**config.mk**
```make
export PLATFORM = sky130hd
export DESIGN_NAME = reorder_tag_issuer
export DESIGN_NICKNAME = d
export VERILOG_FILES = /design/src/rtl/reorder_tag_issuer.sv
export SDC_FILE = /design/constraint.sdc
export NUM_CORES = 1
export LEC_CHECK = 0
export ABC_AREA = 1
export BUFFER_PORTS_ARGS = -buffer_cell sky130_fd_sc_hd__buf_4
export CAP_MARGIN = 15
export CORE_ASPECT_RATIO = 1.1
export CORE_MARGIN = 10
export CORE_UTILIZATION = 30
export DETAILED_ROUTE_END_ITERATION = 10
export GPL_TIMING_DRIVEN = 0
export PLACE_DENSITY = 0.65
export SYNTH_ARGS = -nofsm -noshare
export SYNTH_HDL_FRONTEND = slang
export SYNTH_SLANG_ARGS = --single-unit
```
**constraint.sdc**
```tcl
create_clock -name clk -period 3.3 [get_ports clk]
set_clock_uncertainty 0.1 [all_clocks]
set_input_delay 0.165 -clock clk [delete_from_list [all_inputs] [get_ports clk]]
set_output_delay 0.165 -clock clk [all_outputs]
set_load 0.005 [all_outputs]
```
**src/rtl/reorder_tag_issuer.sv**
```systemverilog
// reorder_tag_issuer: stamps in-order memory requests with a sequential
// {wrap, index} tag, issues them through a single output register and
// limits the number of requests in flight to DEPTH using retire credits.
module reorder_tag_issuer #(
    parameter int ADDR_WIDTH = 48,
    parameter int DEPTH      = 32,
    parameter int IDX_WIDTH  = $clog2(DEPTH),
    parameter int TAG_WIDTH  = IDX_WIDTH + 1
) (
    input  logic                  clk,
    input  logic                  rst,
    input  logic                  req_valid,
    input  logic [ADDR_WIDTH-1:0] req_addr,
    output logic                  req_ready,
    output logic                  mem_valid,
    output logic [ADDR_WIDTH-1:0] mem_addr,
    output logic [TAG_WIDTH-1:0]  mem_tag,
    input  logic                  mem_stall,
    input  logic                  retire,
    input  logic                  drain_req,
    output logic                  drain_done,
    output logic [TAG_WIDTH-1:0]  outstanding,
    output logic                  retire_err
);

    localparam logic [TAG_WIDTH-1:0] LP_DEPTH     = TAG_WIDTH'(DEPTH);
    localparam logic [IDX_WIDTH-1:0] LP_INIT_LAST = IDX_WIDTH'(DEPTH - 1);

    typedef enum logic [1:0] {
        S_INIT  = 2'd0,
        S_RUN   = 2'd1,
        S_DRAIN = 2'd2
    } state_t;

    state_t                  r_state;
    state_t                  w_state_nxt;
    logic [IDX_WIDTH-1:0]    r_init_cnt;
    logic [TAG_WIDTH-1:0]    r_tag_cnt;
    logic [TAG_WIDTH-1:0]    r_outstanding;
    logic                    r_vld_p1;
    logic [ADDR_WIDTH-1:0]   r_addr_p1;
    logic [TAG_WIDTH-1:0]    r_tag_p1;
    logic                    r_drain_done;
    logic                    r_retire_err;

    logic                    w_fire;
    logic                    w_accept;
    logic                    w_retire_ok;
    logic                    w_drain_cond;

    // The output register frees up when empty or when its beat leaves this cycle.
    assign w_fire       = r_vld_p1 && !mem_stall;
    assign req_ready    = (r_state == S_RUN) && (r_outstanding < LP_DEPTH) &&
                          (!r_vld_p1 || !mem_stall);
    assign w_accept     = req_valid && req_ready;
    // A retire with nothing outstanding is an error and must not underflow.
    assign w_retire_ok  = retire && (r_outstanding != '0);
    assign w_drain_cond = (r_outstanding == '0) && !r_vld_p1;

    assign mem_valid    = r_vld_p1;
    assign mem_addr     = r_addr_p1;
    assign mem_tag      = r_tag_p1;
    assign drain_done   = r_drain_done;
    assign outstanding  = r_outstanding;
    assign retire_err   = r_retire_err;

    // State register.
    always_ff @(posedge clk) begin
        if (rst) r_state <= S_INIT;
        else     r_state <= w_state_nxt;
    end

    // Next-state: INIT lasts DEPTH cycles, RUN issues, DRAIN waits for credits.
    always_comb begin
        w_state_nxt = r_state;
        case (r_state)
            S_INIT:  if (r_init_cnt == LP_INIT_LAST) w_state_nxt = S_RUN;
            S_RUN:   if (drain_req)                  w_state_nxt = S_DRAIN;
            S_DRAIN: if (w_drain_cond)               w_state_nxt = S_RUN;
            default:                                 w_state_nxt = S_INIT;
        endcase
    end

    // Init-window counter, only advances while in INIT.
    always_ff @(posedge clk) begin
        if (rst)                    r_init_cnt <= '0;
        else if (r_state == S_INIT) r_init_cnt <= r_init_cnt + IDX_WIDTH'(1);
    end

    // Tag counter wraps modulo 2*DEPTH; drain leaves it untouched.
    always_ff @(posedge clk) begin
        if (rst)           r_tag_cnt <= '0;
        else if (w_accept) r_tag_cnt <= r_tag_cnt + TAG_WIDTH'(1);
    end

    // Credit count includes the beat sitting in the output register.
    always_ff @(posedge clk) begin
        if (rst) r_outstanding <= '0;
        else     r_outstanding <= r_outstanding + TAG_WIDTH'(w_accept) - TAG_WIDTH'(w_retire_ok);
    end

    // ---- output stage p1: load on accept, clear on fire, hold on stall ----
    always_ff @(posedge clk) begin
        if (rst) begin
            r_vld_p1  <= 1'b0;
            r_addr_p1 <= '0;
            r_tag_p1  <= '0;
        end else if (w_accept) begin
            r_vld_p1  <= 1'b1;
            r_addr_p1 <= req_addr;
            r_tag_p1  <= r_tag_cnt;
        end else if (w_fire) begin
            r_vld_p1  <= 1'b0;
        end
    end

    // Drain completion pulse and sticky retire-underflow flag.
    always_ff @(posedge clk) begin
        if (rst) begin
            r_drain_done <= 1'b0;
            r_retire_err <= 1'b0;
        end else begin
            r_drain_done <= (r_state == S_DRAIN) && w_drain_cond;
            if (retire && (r_outstanding == '0)) r_retire_err <= 1'b1;
        end
    end

endmodule
```
==> metrics.yaml <==
cts.sinks: 76
antenna_found_initial: 0
rows: 38
sw_frac_of_total_pct: 28.1
n_antenna_cell: 0
finalCriticalPeriod_ns: 2.68
crit_type: "reg2reg"
pwr-share-clk_pct: 34.2
cts_inserted_buffers: 9
final-hold-violation-count: 0
drc: 0
ys_ff_latch: 76
vias: 3158
rsz0062_at_grt: "false"
slew_headroom_pct: 62.5
irDropWorstVdd_uv: 251
area_growth_pct: 57.5
dpl.hpwl_um: 6710
max-cap-violations: 0
leakage_nw: 2.03
final.setup.tns_ns: 0
drt_iter0_drc: 107
cts_tree: "yes"
htree_levels: 3
syn_inst: 393
seqPwrFrac_pct: 43.5
syn_area_um2: 3020
critPathCaptureType: "flip-flop"
ioPinCount: 118
finalSetupViolations: 0
die_h_um: 125
grtUsageTotal_pct: 13.1
fin_crit_sh_pct: 81.3
worst_ep_required_time_ns: 3.45
die_x_um: 116
power_switching_uw: 636
drt-pass1-iter-count: 4
grt_pass1_vias: 3235
post_cts_buffers: 0
synth_ff_type: "dfxtp_1"
dieArea_um2: 14500
p_int_mw: 1.63
yosysSeqAreaShare_pct: 50.3
async_reset_ff_share_pct: 0
port_buffers: 116
critPathMaxFanout: 10
yosys.area.top_type: "dfxtp_1"
core_um2: 9840
arrival_ns: 2.83
whs_ns: 0.116
drive_above_1_share_pct: 25.0
ant_nets: 0
insertion_delay_ns: 0.35
cts.hold.buffers_added: 50
hold_class: "in2reg"
start_kind: "flip-flop"
report.final.slew_viol_count: 0
start_util_pct: 30.7
viasPerCell: 4.54
routabilityCongestion: 0.807
status: "finished clean"
cts_root_buffer: "clkbuf_8"
synth.area.top_cells: "dfxtp_1, nand2_1, a21oi_1"
wl_per_cell_um: 13.5
synth_cell_type_count: 24
synthesis.nets: 459
grt_max_degree: 14
power_frac_comb_pct: 22.3
ys_warn_count: 0
tightest_slew_ns: 0.563
cts_resized: 0
clock_path_buffers: 2
overflow: 0
totalWireLength_um: 9410
path_clk_slew_ns: 0.08
syn_avg_cell_area_um2: 7.69
synth_edf_count: 0
grt_pass1_wl_um: 15500
finalNetCount: 636
fmax_mhz: 373
power_density_nw_per_um2: 475
yosysTopAreaCellShare_pct: 50.3
==> placed cells by master (no fill, tap or decap) <==
master	netlist	layout
clkinv_2	0	1
a21oi_1	66	66
nor3_1	7	7
inv_2	2	2
clkinvlp_4	0	2
nand2_1	137	137
a31oi_1	3	3
nand3_1	8	8
clkbuf_8	0	9
buf_2	3	3
ha_1	11	11
bufinv_16	0	2
inv_1	28	28
o21a_1	1	1
nor2_1	17	17
clkbuf_1	11	12
dlygate4sd3_1	0	50
or2_0	1	1
xnor2_1	2	2
dfxtp_1	76	76
o211ai_1	1	1
nand4_1	2	2
o21ai_0	6	6
nor2_4	1	1
buf_4	6	122
nor3b_1	1	1
nor4_1	1	1
nand4_4	1	1
fa_1	1	1
clkinv_4	0	1
==> logic make-up (layout without fill, tap and decap cells) <==
group / count (synthesis) / after routing / synth area share (%)
DFF: 76 / 76 / 50.3
xor gates and xnor gates: 2 / 2 / 0.580
and+or+nand+nor: 176 / 176 / 23.8
AOI/OAI and AO/OA: 77 / 77 / 13.0
adders and majority gates: 12 / 12 / 5.22
buffers and inverters: 50 / 232 / 7.08
==> through the flow <==
stage	worst slack [ns]	total power [mW]	utilization [%]	area [um2]	cells
after floorplan	0.943	1.29	-	3020	393
after global placement	0.667	1.45	41.1	4040	629
after detailed placement	0.615	1.46	41.1	4040	629
after CTS	0.590	2.30	48.4	4760	695
after global routing	0.363	2.42	48.4	4760	695
final	0.618	2.26	48.4	4760	695
==> critical path, stage by stage (launching register included) <==
cell and delay (ns):
dfxtp_1 0.37, inv_2 0.07, nor2_4 0.12, nand4_4 0.17, buf_2 0.25, ha_1 0.29
inv_1 0.04, ha_1 0.21, fa_1 0.40, nand2_1 0.07, inv_1 0.04, o21ai_0 0.22
nand3_1 0.11, nand2_1 0.07, nor2_1 0.04
==> flip-flops by register name (all words and copies together) (netlist names) <==
name         flops
r_init_cnt       5
mem_addr        48
r_state          2
retire_err       1
mem_tag          6
mem_valid        1
outstanding      6
drain_done       1
r_tag_cnt        6
==> synthesized netlist by cell type (2+ instances only) <==
cell type,instances
nand4_1,2
inv_2,2
nor2_1,17
a21oi_1,66
nand3_1,8
nand2_1,137
buf_4,6
o21ai_0,6
xnor2_1,2
buf_2,3
clkbuf_1,11
inv_1,28
a31oi_1,3
dfxtp_1,76
nor3_1,7
ha_1,11
==> power by group through the flow <==
stage                     sequential (mW)  combinational, mW  clock, mW
after floorplan                      1.00              0.286          0
after global placement               1.01              0.442          0
after detailed placement             1.01              0.457          0
after CTS                           0.985              0.508      0.806
after global routing                0.991              0.585      0.844
final                               0.984              0.504      0.774
==> cell type report <==
| cell class | instances | area (um2) |
|---|---|---|
| sequential | 76 | 1520 |
| inverter | 30 | 113 |
| multi-input combinational | 267 | 1290 |
| clock buffer | 10 | 128 |
| fill | 927 | 5080 |
| timing repair buffer | 166 | 1370 |
| clock inverter | 6 | 88.8 |
| buffer | 20 | 101 |
| tap | 120 | 150 |
==> path summary, 6_finish.rpt <==
kind / from / to / slack [ns] / cells past startpoint
worst min-delay path: mem_stall / mem_valid / 0.12 / 5
worst max register to register: r_state[0] / outstanding[4] / 0.62 / 14
worst max-delay path: r_state[0] / outstanding[4] / 0.62 / 14
worst min register to register: mem_addr[0] / mem_addr[0] / 0.37 / 2
==> metal layers <==
metal	GRT usage [%]	up-vias	routed length [um]	part of all wire, %
li1	-	1616	-	-
met1	13.5	1436	3680	39
met2	23.1	88	4750	51
met3	4.16	18	729	7.8
met4	6.63	0	243	2.6
met5	0	-	0	0
Note: power is estimated with default switching activity, not from simulation.
